<file path="config.mk">
export PLATFORM = sky130hd
export DESIGN_NAME = gb4ed_sng
export DESIGN_NICKNAME = d
export VERILOG_FILES = /design/src/rtl/sc_sng_pkg.sv /design/src/rtl/sc_lfsr.sv /design/src/rtl/gb4ed_sng.sv
export SDC_FILE = /design/constraint.sdc
export NUM_CORES = 1
export LEC_CHECK = 0
export CAP_MARGIN = 30
export CORE_MARGIN = 4
export CORE_UTILIZATION = 54
export DETAILED_ROUTE_END_ITERATION = 8
export HOLD_SLACK_MARGIN = 0.1
export PLACE_DENSITY = 0.81
export SYNTH_ARGS = -nofsm -noshare
export SYNTH_HDL_FRONTEND = slang
export SYNTH_HIERARCHICAL = 1
export SYNTH_SLANG_ARGS = --single-unit
</file>
<file path="constraint.sdc">
create_clock -name clk -period 3.12 [get_ports clk]
set_clock_uncertainty 0.05 [all_clocks]
set_input_delay 0.624 -clock clk [delete_from_list [all_inputs] [get_ports clk]]
set_output_delay 0.624 -clock clk [all_outputs]
set_load 0.005 [all_outputs]
</file>
<file path="src/rtl/sc_sng_pkg.sv">
// sc_sng_pkg: FSM state type, maximal-length LFSR tap tables and seed sanitising for the gb4ed SNG
package sc_sng_pkg;

    typedef enum logic {IDLE, RUN} state_t;

    localparam int MAXW = 16;

    function automatic logic [MAXW-1:0] taps_pri(input int w);
        case (w)
            4:       return 16'h000C;
            5:       return 16'h0014;
            6:       return 16'h0030;
            7:       return 16'h0060;
            8:       return 16'h00B8;
            9:       return 16'h0110;
            10:      return 16'h0240;
            11:      return 16'h0500;
            12:      return 16'h0829;
            13:      return 16'h100D;
            14:      return 16'h2015;
            15:      return 16'h6000;
            16:      return 16'hD008;
            default: return 16'h0000;
        endcase
    endfunction

    function automatic logic [MAXW-1:0] taps_alt(input int w);
        logic [MAXW-1:0] p, a;
        p = taps_pri(w);
        a = MAXW'(32'd1 << (w - 1));
        for (int b = 0; b < MAXW; b++)
            if (b < w - 1 && ((p >> b) & 16'd1) != 16'd0)
                a = a | MAXW'(32'd1 << (w - 2 - b));
        return a;
    endfunction

    function automatic logic [MAXW-1:0] seed_fix(input int s, input int w);
        logic [31:0] v;
        v = 32'(s) & ((32'd1 << w) - 32'd1);
        return MAXW'((v == 32'd0) ? 32'd1 : v);
    endfunction

endpackage

</file>
<file path="src/rtl/sc_lfsr.sv">
// sc_lfsr: Fibonacci LFSR with seed reload and step enable
module sc_lfsr #(
    parameter int               WIDTH = 8,
    parameter logic [WIDTH-1:0] TAPS  = '0,
    parameter logic [WIDTH-1:0] SEED  = 1
) (
    input  logic             clk,
    input  logic             rst_n,
    input  logic             load,
    input  logic             en,
    output logic [WIDTH-1:0] q
);

    logic [WIDTH-1:0] q_q, q_d;

    // reload wins over stepping; otherwise hold
    always_comb q_d = load ? SEED : en ? {q_q[WIDTH-2:0], ^(q_q & TAPS)} : q_q;

    // shift register state
    always_ff @(posedge clk or negedge rst_n)
        if (!rst_n) q_q <= SEED;
        else        q_q <= q_d;

    assign q = q_q;

endmodule

</file>
<file path="src/rtl/gb4ed_sng.sv">
// gb4ed_sng: captures a pixel window and emits the 21 unipolar bitstreams for gb4ed (optional SC_SNG_SELFCHECK_EN)
module gb4ed_sng
    import sc_sng_pkg::*;
#(
    parameter int WIDTH  = 8,
    parameter int NPIX   = 20,
    parameter int SEED_A = 1,
    parameter int SEED_B = 'h5A
) (
    input  logic                  clk,
    input  logic                  rst_n,
    input  logic                  in_valid,
    output logic                  in_ready,
    input  logic [NPIX*WIDTH-1:0] pix,
    input  logic                  out_ready,
    output logic                  out_valid,
    output logic [NPIX:0]         x,
    output logic                  out_last,
    output logic                  err
);

    localparam logic [WIDTH-1:0] TAPS_A = WIDTH'(taps_pri(WIDTH));
    localparam logic [WIDTH-1:0] TAPS_B = WIDTH'(taps_alt(WIDTH));
    localparam logic [WIDTH-1:0] SA     = WIDTH'(seed_fix(SEED_A, WIDTH));
    localparam logic [WIDTH-1:0] SB     = WIDTH'(seed_fix(SEED_B, WIDTH));
    localparam logic [WIDTH-1:0] LAST   = WIDTH'((1 << WIDTH) - 2);

    state_t                state_q, state_d;
    logic [NPIX*WIDTH-1:0] pix_q, pix_d;
    logic [WIDTH-1:0]      cnt_q, cnt_d, ra, rb, ra_nx, rb_nx, ra_use, rb_use;
    logic [NPIX:0]         x_q, x_d;
    logic                  accept, xfer;

    // state register
    always_ff @(posedge clk or negedge rst_n)
        if (!rst_n) state_q <= IDLE;
        else        state_q <= state_d;

    // accept a window from IDLE; leave RUN once the last slice transfers
    always_comb state_d = (state_q == IDLE) ? (in_valid ? RUN : IDLE) : ((out_ready && out_last) ? IDLE : RUN);

    // handshake outputs decoded from state and slice counter
    always_comb begin
        in_ready  = state_q == IDLE;
        out_valid = state_q == RUN;
        out_last  = out_valid && cnt_q == LAST;
    end

    assign accept = in_ready && in_valid;
    assign xfer   = out_valid && out_ready;

    // LFSR output always equals the random value of the slice currently held in x
    sc_lfsr #(.WIDTH(WIDTH), .TAPS(TAPS_A), .SEED(SA)) u_lfsr_a (
        .clk(clk), .rst_n(rst_n), .load(accept), .en(xfer), .q(ra)
    );

    sc_lfsr #(.WIDTH(WIDTH), .TAPS(TAPS_B), .SEED(SB)) u_lfsr_b (
        .clk(clk), .rst_n(rst_n), .load(accept), .en(xfer), .q(rb)
    );

    // next slice: seeds and fresh window on accept, stepped LFSR values and held window on transfer
    always_comb begin
        ra_nx  = {ra[WIDTH-2:0], ^(ra & TAPS_A)};
        rb_nx  = {rb[WIDTH-2:0], ^(rb & TAPS_B)};
        pix_d  = accept ? pix : pix_q;
        ra_use = accept ? SA : ra_nx;
        rb_use = accept ? SB : rb_nx;
        cnt_d  = accept ? '0 : xfer ? cnt_q + WIDTH'(1) : cnt_q;
        x_d    = x_q;
        x_d[0] = (accept || xfer) ? rb_use[WIDTH-1] : x_q[0];
        for (int i = 0; i < NPIX; i++)
            x_d[i+1] = (accept || xfer) ? (pix_d[i*WIDTH +: WIDTH] >= ra_use) : x_q[i+1];
    end

    // window, slice counter and output slice registers
    always_ff @(posedge clk or negedge rst_n)
        if (!rst_n) begin
            pix_q <= '0;
            cnt_q <= '0;
            x_q   <= '0;
        end else begin
            pix_q <= pix_d;
            cnt_q <= cnt_d;
            x_q   <= x_d;
        end

    assign x = x_q;

`ifdef SC_SNG_SELFCHECK_EN
    localparam logic [WIDTH-1:0] HALF = WIDTH'(1 << (WIDTH - 1));

    logic [WIDTH-1:0] c1_q, c1_d, c0_q, c0_d;
    logic             err_q, err_d;

    // ones tallies of transferred x[1]/x[0]; the final slice is folded in when checking
    always_comb begin
        c1_d  = accept ? '0 : xfer ? c1_q + WIDTH'(x_q[1]) : c1_q;
        c0_d  = accept ? '0 : xfer ? c0_q + WIDTH'(x_q[0]) : c0_q;
        err_d = err_q || (xfer && out_last && (c1_d != pix_q[WIDTH-1:0] || c0_d != HALF));
    end

    // tally and sticky error registers
    always_ff @(posedge clk or negedge rst_n)
        if (!rst_n) begin
            c1_q  <= '0;
            c0_q  <= '0;
            err_q <= 1'b0;
        end else begin
            c1_q  <= c1_d;
            c0_q  <= c0_d;
            err_q <= err_d;
        end

    assign err = err_q;
`else
    assign err = 1'b0;
`endif

endmodule
</file>
* Yosys cells after proc, flatten, opt, wreduce, memory -nomap -nowiden
Cells that the tools add are included.
** Cells by class
- Add/sub/neg operators :: 1
- Magnitude comparators :: 20
- Equal/unequal tests :: 1
- Mux-type cells :: 12
- Bitwise gates (word level) :: 1
- Reduce and logical (&&, ||, !) cells :: 8
** Operators with widths (number)
- >= comparator 8 bit :: 20
- 2-to-1 mux 160 bit :: 1
- 2-to-1 mux 8 bit :: 8
- XOR reduction 8 bit :: 2
- adder 8 x 1 -> 8 bit, second input constant :: 1
- == test 8 bit, second input constant :: 1
- logical AND 1 bit :: 4
- 2-to-1 mux 1 bit :: 3
- nonzero test 2 bit :: 1
- logical OR 1 bit :: 1
- NOT 1 bit :: 1
** Word-level totals
- Register bits :: 206
- Bits of input ports :: 164
- Output and inout bits :: 25
- Word-level logic and storage cells :: 49

* Longest topological paths before layout
Gate-level depths: netlist (run 1).
- Depth in word-level cells :: 5
- Mapped depth :: 11
- Depth with buffers taken out :: 10

* Modules after synthesis
The synthesis (run 1) kept the hierarchy.
** Modules (own cells, without submodules)
- gb4ed_sng :: times used 1, cells each 1182, area each 10583.9 um^2, seq. area each 4754.6 um^2
- sc_lfsr (u_lfsr_b) :: times used 1, cells each 29, area each 364.1 um^2, seq. area each 205.2 um^2
- sc_lfsr (u_lfsr_a) :: times used 1, cells each 30, area each 347.8 um^2, seq. area each 201.4 um^2

* Worst setup path before layout (run 1)
No wires, ideal clock.
- Path type :: input-to-reg
- Start point :: input in_valid
- End point :: register x_q[19] (netlist: x[19])
- Library setup time :: 124 ps
- Data arrival time :: 2289 ps
- Required time :: 2946 ps
- Slack :: 656 ps
- Stages :: 9
- Path buffers :: 2
- Cells stage by stage :: nand2b_4 buf_2 buf_2 nand2_1 ha_1 a211oi_1 nor2_1 nor3_1 a21oi_1
** Between the ends
- Longest elaborated chain between the ends :: 3
- Elaborated cells between the ends (all ways) :: 5
- Those cells by class :: 1 x order compare; 2 x mux; 2 x reduce/logical
** RTL lines
- from (decl) :: line gb4ed_sng.sv:12 : input logic in_valid,
- logical AND 1 bit * :: line gb4ed_sng.sv:49 : assign accept = in_ready && in_valid;
- 2-to-1 mux 160 bit or 2-to-1 mux 8 bit (tied branches) :: line gb4ed_sng.sv:65, gb4ed_sng.sv:66
- >= comparator 8 bit :: line gb4ed_sng.sv:72 : x_d[i+1] = (accept || xfer) ? (pix_d[i*WIDTH +: WIDTH] >= ra_use) : x_q[i+1];
- to (signal assigned) :: line gb4ed_sng.sv:80 : x_q <= '0;
- to (signal assigned) :: line gb4ed_sng.sv:84 : x_q <= x_d;
- to (decl) :: line gb4ed_sng.sv:31 : logic [NPIX:0] x_q, x_d;
Mark *: on every way between the ends. The rest lies on a longest branch, timed or not.
A chain may end at the register's enable or synchronous reset.

* Worst setup path in the final report (run 1)
- Start point :: register cnt_q[3]
- End point :: output out_last
** Between the ends
- Longest elaborated chain between the ends :: 2
** RTL lines
- from (decl) :: line gb4ed_sng.sv:30 : logic [WIDTH-1:0] cnt_q, cnt_d, ra, rb, ra_nx, rb_nx, ra_use, rb_use;
- from (signal assigned) :: line gb4ed_sng.sv:83 : cnt_q <= cnt_d;
- == test 8 bit :: line gb4ed_sng.sv:46 : out_last = out_valid && cnt_q == LAST;
- logical AND 1 bit :: line gb4ed_sng.sv:46
- to (decl) :: line gb4ed_sng.sv:18 : output logic out_last,
Every way passes these cells.

==> run_results.csv, run 1 <==
group,metric,value,unit
pwr,clkPwrFrac,0.244,
logic_synthesis,yosysTopAreaCell,"dfrtp_1",
grt,grtUsageTotal,0.261,
cells_and_area,nFillCells,1539,
run,max_cap_violations,0,
pwr,intPower,0.00673,W
sta,period_minus_slack,2.65,ns
logic_synthesis,netlist.area_leader.share,0.445,
drt,wl,30.4,mm
sta,relSlewSlack,0.585,
worst_setup_path,path_class,"register to output port",
placed_design,dpl.hpwl,20.9,mm
logic_synthesis,yosys_warnings,6,
floorplanning,die_h,153,µm
logic_synthesis,synth_area,11300,µm²
logic_synthesis,synth_cell_types,39,
grt,overflow,0,
cts,cts_max_level,1,
cts,clkSinkCount,206,
floorplanning,io_pins,189,
placed_design,io_buffers,187,
logic_synthesis,syn_area_per_cell,9.10,µm²
cts,numCtsBuffers,22,
sta,slew_viol_final,0,
drt,drt-initial-drc-count,649,
logic_synthesis,yosys-top-cells-area,"dfrtp_1, ha_1, nand2_1",
floorplanning,core,20400,µm²
cells_and_area,area_growth,26.8,%
logic_synthesis,ys_seq_area_frac,0.457,
logic_synthesis,syn_nets,1567,
pwr,power_density,747,nW/µm²
cts,clk_pin_slew,0.06,ns
placed_design,gp_congestion,0.808,
cells_and_area,final_nets,1763,
pwr,switchingPower,0.00397,W
drt,drt-pass1-iter-count,5,
grt,first_global_vias,9845,
drt,wire_per_inst,17.6,µm
pwr,pwr-share-seq,0.318,
sta,period_share,0.848,
cts,cts_setup_buffers,0,
placed_design,dp_cells,1683,
pwr,p_leak,7.24,nW
cells_and_area,multi_input_area,5710,µm²
logic_synthesis,synth_cells,1241,
floorplanning,die_w,153,µm
cts,clockRootBuffer,"clkbuf_16",
sta,fmax,0.378,GHz
sta,hold_viol,0,
worst_setup_path,start_kind,"register",
outcome,status,"completed",
cts,cts_resized,0,
worst_setup_path,worstPathMaxFanout,6,
cells_and_area,drive_above_1_share,0.0599,
cells_and_area,layout_commonest_cell,"nand2_1",
cts,clk_latency,0.50,ns
worst_setup_path,cp.arrival,1.97,ns
floorplanning,initial_core_util,0.553,
floorplanning,rows,52,
grt,grt_pass1_wl,50.2,mm
drt,drc,0,
min_path,hold_path_class,"primary input to asynchronous set/reset pin",
sta,rsz0062_at_grt,"no",
cts,holdBufCountCts,0,
pwr,p_sw_frac,0.371,
cells_and_area,final_cell_mix,"nand2_1, dfrtp_1, clkdlybuf4s50_1, ha_1, nor2_1",
sta,setup_viol,0,
grt,antenna_found_initial,1,
cts,cts_tree,"yes",
cells_and_area,final_cells,1724,
pwr,comb_power_share,0.437,
drt,viasPerCell,5.51,
sta,tns,0,ns
sta,tightest_slew,0.622,ns
cts,cts_buffer_depth,3,
drt,ant_nets,0,
pwr,vdd_ir_drop_max,491,µV
drt,via_count,9495,
logic_synthesis,ys_seq_elements,206,
floorplanning,die-area,23300,µm²
worst_setup_path,end_kind,"output port",
grt,grt_max_degree,75,
worst_setup_path,critPathRequiredTime,2.45,ns
cells_and_area,regArea,5160,µm²
==> Yosys cell counts, drive strengths merged <==
cell type,count
nand2b,1
nor3,22
o211ai,22
xnor2,5
nand2,495
o32a,1
and3,1
ha,162
mux2i,10
o21ai,28
conb,1
nor2,73
a22o,1
o31ai,2
dfrtp,201
nand4,23
xor2,4
inv,45
a211oi,41
dfstp,5
nand3,3
a21oi,20
a31oi,2
a211o,24
buf,39
clkbuf,6
nor2b,4
==> layout make-up <==
class / count / share of cell area
multi-input cells: 945 / 0.399
well taps: 270 / 0.0236
clock buffers: 36 / 0.0471
diodes: 1 / 0.000175
repair buffers: 217 / 0.155
clock inverters: 4 / 0.00315
flip-flops and latches: 206 / 0.360
inverters: 45 / 0.0123
==> worst max-delay path, cell delays in order (launching register included) <==
cell	delay, ns
dfrtp_1	0.42
and3_1	0.21
nand2_1	0.12
nor3_1	0.19
clkdlybuf4s50_1	0.53
==> power groups by stage <==
| stage | clock [W] | combinational [W] | sequential (W) |
|---|---|---|---|
| global placement | 0 | 0.00431 | 0.00342 |
| global route | 0.00276 | 0.00534 | 0.00346 |
| detailed placement | 0 | 0.00458 | 0.00344 |
| finish | 0.00261 | 0.00468 | 0.00340 |
| floorplan | 0 | 0.00280 | 0.00337 |
| CTS | 0.00266 | 0.00468 | 0.00340 |
==> metrics by stage <==
stage / hold slack (ns) / utilization / power, W / instance area [µm²] / setup WS [ns]
final: 0.101 / 0.701 / 0.0107 / 14300 / 0.475
after global routing: 0.137 / 0.701 / 0.0116 / 14300 / 0.285
after global placement: 0.404 / 0.666 / 0.00773 / 13600 / 0.286
after floorplan: 0.278 / - / 0.00617 / 11300 / 0.656
after CTS: 0.112 / 0.701 / 0.0107 / 14300 / 0.475
after detailed placement: 0.409 / 0.666 / 0.00802 / 13600 / 0.189
==> path summary, 6_finish.rpt <==
kind                       startpoint   endpoint  slack (ns)  cells after the start
hold reg to reg             pix_q[80]  pix_q[80]        0.42                      2
hold / removal                  rst_n      x[10]        0.10                      1
setup / recovery             cnt_q[3]   out_last        0.47                      4
max in group asynchronous       rst_n  pix_q[68]        2.13                      2
min in group clk            pix_q[80]  pix_q[80]        0.42                      2
setup reg to reg            out_valid      x[17]        0.81                     10
==> metal layers <==
metal	routed length [µm]	vias up	track usage
li1	-	4565	-
met1	13200	4529	0.361
met2	14400	343	0.430
met3	2030	58	0.0440
met4	710	0	0.0713
met5	0	-	0
==> cell families after synthesis <==
group | share of synthesized area
AOI/OAI and AO/OA | 0.0864
and+or+nand+nor | 0.223
buffers and inverters | 0.0377
DFF | 0.457
other | 0.000332
xor gates and xnor gates | 0.00698
muxes | 0.00886
adders and majority gates | 0.179
==> sequential cells by signal, indices dropped and copies added (netlist names) <==
name,count
cnt_q,8
u_lfsr_a/q,8
out_valid,1
x,21
u_lfsr_b/q,8
pix_q,160
No activity file was read; power rests on OpenSTA's default activity.
==> run 2: changes to the inputs <==
CORE_UTILIZATION = 49   (was 54)
PLACE_DENSITY = 0.77   (was 0.81)
clock period = 2.2 ns   (was 3.12 ns; I/O delays follow)
==> run 2 against run 1 <==
  * Non-clock buffer count is 54 higher
  * Combinational power grew 63%
  * Sequential share of layout area decreased by 2.5 points
  * Power rose by 52%
  * Routed wire length up 6.6%
  * Setup slack got worse by 0.44 ns
  * Global-route usage down 2.5 points
  * Die area rose by 9.7%
  * Via count is 2.9% higher
  * Worst hold slack better by 0.12 ns
  * Critical endpoint is now x[9]
  * Highest routed layer unchanged
==> run_results.csv, run 2 (synthesized netlist as in run 1, its figures left out) <==
group,metric,value,unit
outcome,status,"completed",
cells_and_area,nFillCells,1706,
floorplanning,die_w,160,µm
worst_setup_path,end_kind,"register",
placed_design,pre_cts_ws,-0.450,ns
worst_setup_path,path_class,"register to register",
sta,fin_ws,0.0351,ns
worst_setup_path,crit_end,"x[9]",
cts,clk_pin_slew,0.06,ns
pwr,comb_power_share,0.469,
drt,ant_nets,0,
min_path,hold_path_class,"primary input to register",
worst_setup_path,worstPathMaxFanout,21,
pwr,switchingPower,0.00590,W
run,max_cap_violations,0,
cells_and_area,final_cell_mix,"nand2_1, dfrtp_1, clkdlybuf4s50_1, ha_1, nor2_1",
grt,grtUsageTotal,0.236,
min_path,hp-start,"in_valid",
sta,fmax,0.462,GHz
pwr,intPower,0.0103,W
cts,cts_buffer_depth,3,
sta,period_share,0.984,
pwr,p_leak,7.67,nW
grt,overflow,0,
cts,numCtsBuffers,23,
floorplanning,rows,55,
sta,period_minus_slack,2.16,ns
drt,wl,32.4,mm
placed_design,dp_cells,1736,
cts,cts_max_level,1,
placed_design,gp_congestion,0.826,
drt,wire_per_inst,18.0,µm
placed_design,io_buffers,187,
pwr,pwr-share-seq,0.296,
cells_and_area,final_cells,1793,
worst_setup_path,reg2reg_setup_slack,0.04,ns
worst_setup_path,r2r_end,"x[9]",
pwr,power_density,1050,nW/µm²
sta,hold_viol,0,
floorplanning,die-area,25500,µm²
sta,tightest_slew,0.678,ns
grt,grt_max_degree,55,
cells_and_area,regArea,5160,µm²
cts,cts_tree,"yes",
cells_and_area,area_growth,36.2,%
worst_setup_path,cp.arrival,2.54,ns
worst_setup_path,critPathRequiredTime,2.58,ns
pwr,p_sw_frac,0.364,
sta,rsz0062_at_grt,"yes",
cells_and_area,multi_input_area,5990,µm²
cts,clkSinkCount,206,
grt,grt_pass1_wl,49.4,mm
grt,first_global_vias,9870,
cells_and_area,final_nets,1818,
drt,drt-pass1-iter-count,5,
cells_and_area,layout_commonest_cell,"nand2_1",
cts,clk_latency,0.50,ns
sta,tns,0,ns
cells_and_area,largest_register_ffs,160,
drt,drt-initial-drc-count,717,
sta,setup_viol,0,
floorplanning,io_pins,189,
drt,via_count,9770,
cells_and_area,top_register,"pix_q",
grt,antenna_found_initial,1,
drt,drc,0,
worst_setup_path,startpoint,"out_valid",
drt,viasPerCell,5.45,
worst_setup_path,start_kind,"register",
cts,clockRootBuffer,"clkbuf_16",
pwr,clkPwrFrac,0.234,
sta,slew_viol_final,0,
worst_setup_path,reg2reg_depth,10,
worst_setup_path,r2r-start,"out_valid",
sta,relSlewSlack,0.548,
cells_and_area,drive_above_1_share,0.129,
floorplanning,initial_core_util,0.499,
pwr,vdd_ir_drop_max,793,µV
placed_design,dpl.hpwl,22.1,mm
floorplanning,die_h,160,µm
floorplanning,core,22600,µm²
==> run 2: worst min path at each step <==
stage | to | slack [ns] | cells after the start
after floorplan | cnt_q[0] | 0.09 | 0
after detailed placement | pix_q[19] | 0.30 | 1
after CTS | pix_q[19] | 0.33 | 2
after global routing | out_valid | 0.25 | 2
after global placement | pix_q[19] | 0.30 | 1
final | out_valid | 0.23 | 2
==> run 2: final cells by class <==
cell class / instances / area share
Tap cell: 285 / 0.0232
Timing Repair Buffer: 271 / 0.192
Antenna cell: 1 / 0.000163
Clock buffer: 35 / 0.0430
Multi-Input combinational cell: 945 / 0.389
Clock inverter: 5 / 0.00513
Inverter: 45 / 0.0120
Sequential cell: 206 / 0.336
==> run 2: metrics by stage <==
step                utilization  cell area (µm²)  hold WS [ns]  total power, W
floorplan                     -            11300        0.0944         0.00880
global placement          0.625            14100         0.304          0.0116
detailed placement        0.625            14100         0.303          0.0120
CTS                       0.660            14900         0.332          0.0159
global route              0.679            15400         0.251          0.0174
finish                    0.679            15400         0.226          0.0162
==> run 2: critical path, stage by stage (launching register included) <==
cell and delay (ns):
dfrtp_1 0.35, nand2b_4 0.24, clkinv_8 0.14, buf_16 0.18, buf_4 0.15, nand2_1 0.07, nand2_1 0.07, ha_1 0.30
o211ai_1 0.09, a211o_1 0.31, a21oi_1 0.12
==> run 2: what timing repair did <==
action	CTS	global route
cloned	0	5
resized for setup	3	55
endpoints found under the hold margin	26	0
pin swaps	0	11
setup buffers	5	5
hold buffers	1	0
endpoints found under the setup margin	1	20
==> run 2: power groups by stage <==
| stage | logic, W | clock network, W | registers, W |
|---|---|---|---|
| floorplan | 0.00400 | 0 | 0.00480 |
| finish | 0.00761 | 0.00380 | 0.00481 |
| global placement | 0.00673 | 0 | 0.00485 |
| detailed placement | 0.00712 | 0 | 0.00487 |
| global route | 0.00855 | 0.00402 | 0.00486 |
| CTS | 0.00725 | 0.00385 | 0.00480 |
==> run 2: metal layers <==
| layer | vias to the layer above | track usage | part of all wire |
|---|---|---|---|
| li1 | 4685 | - | - |
| met2 | 300 | 0.395 | 0.48 |
| met5 | - | 0 | 0 |
| met4 | 0 | 0.0665 | 0.026 |
| met3 | 72 | 0.0392 | 0.052 |
| met1 | 4713 | 0.320 | 0.44 |
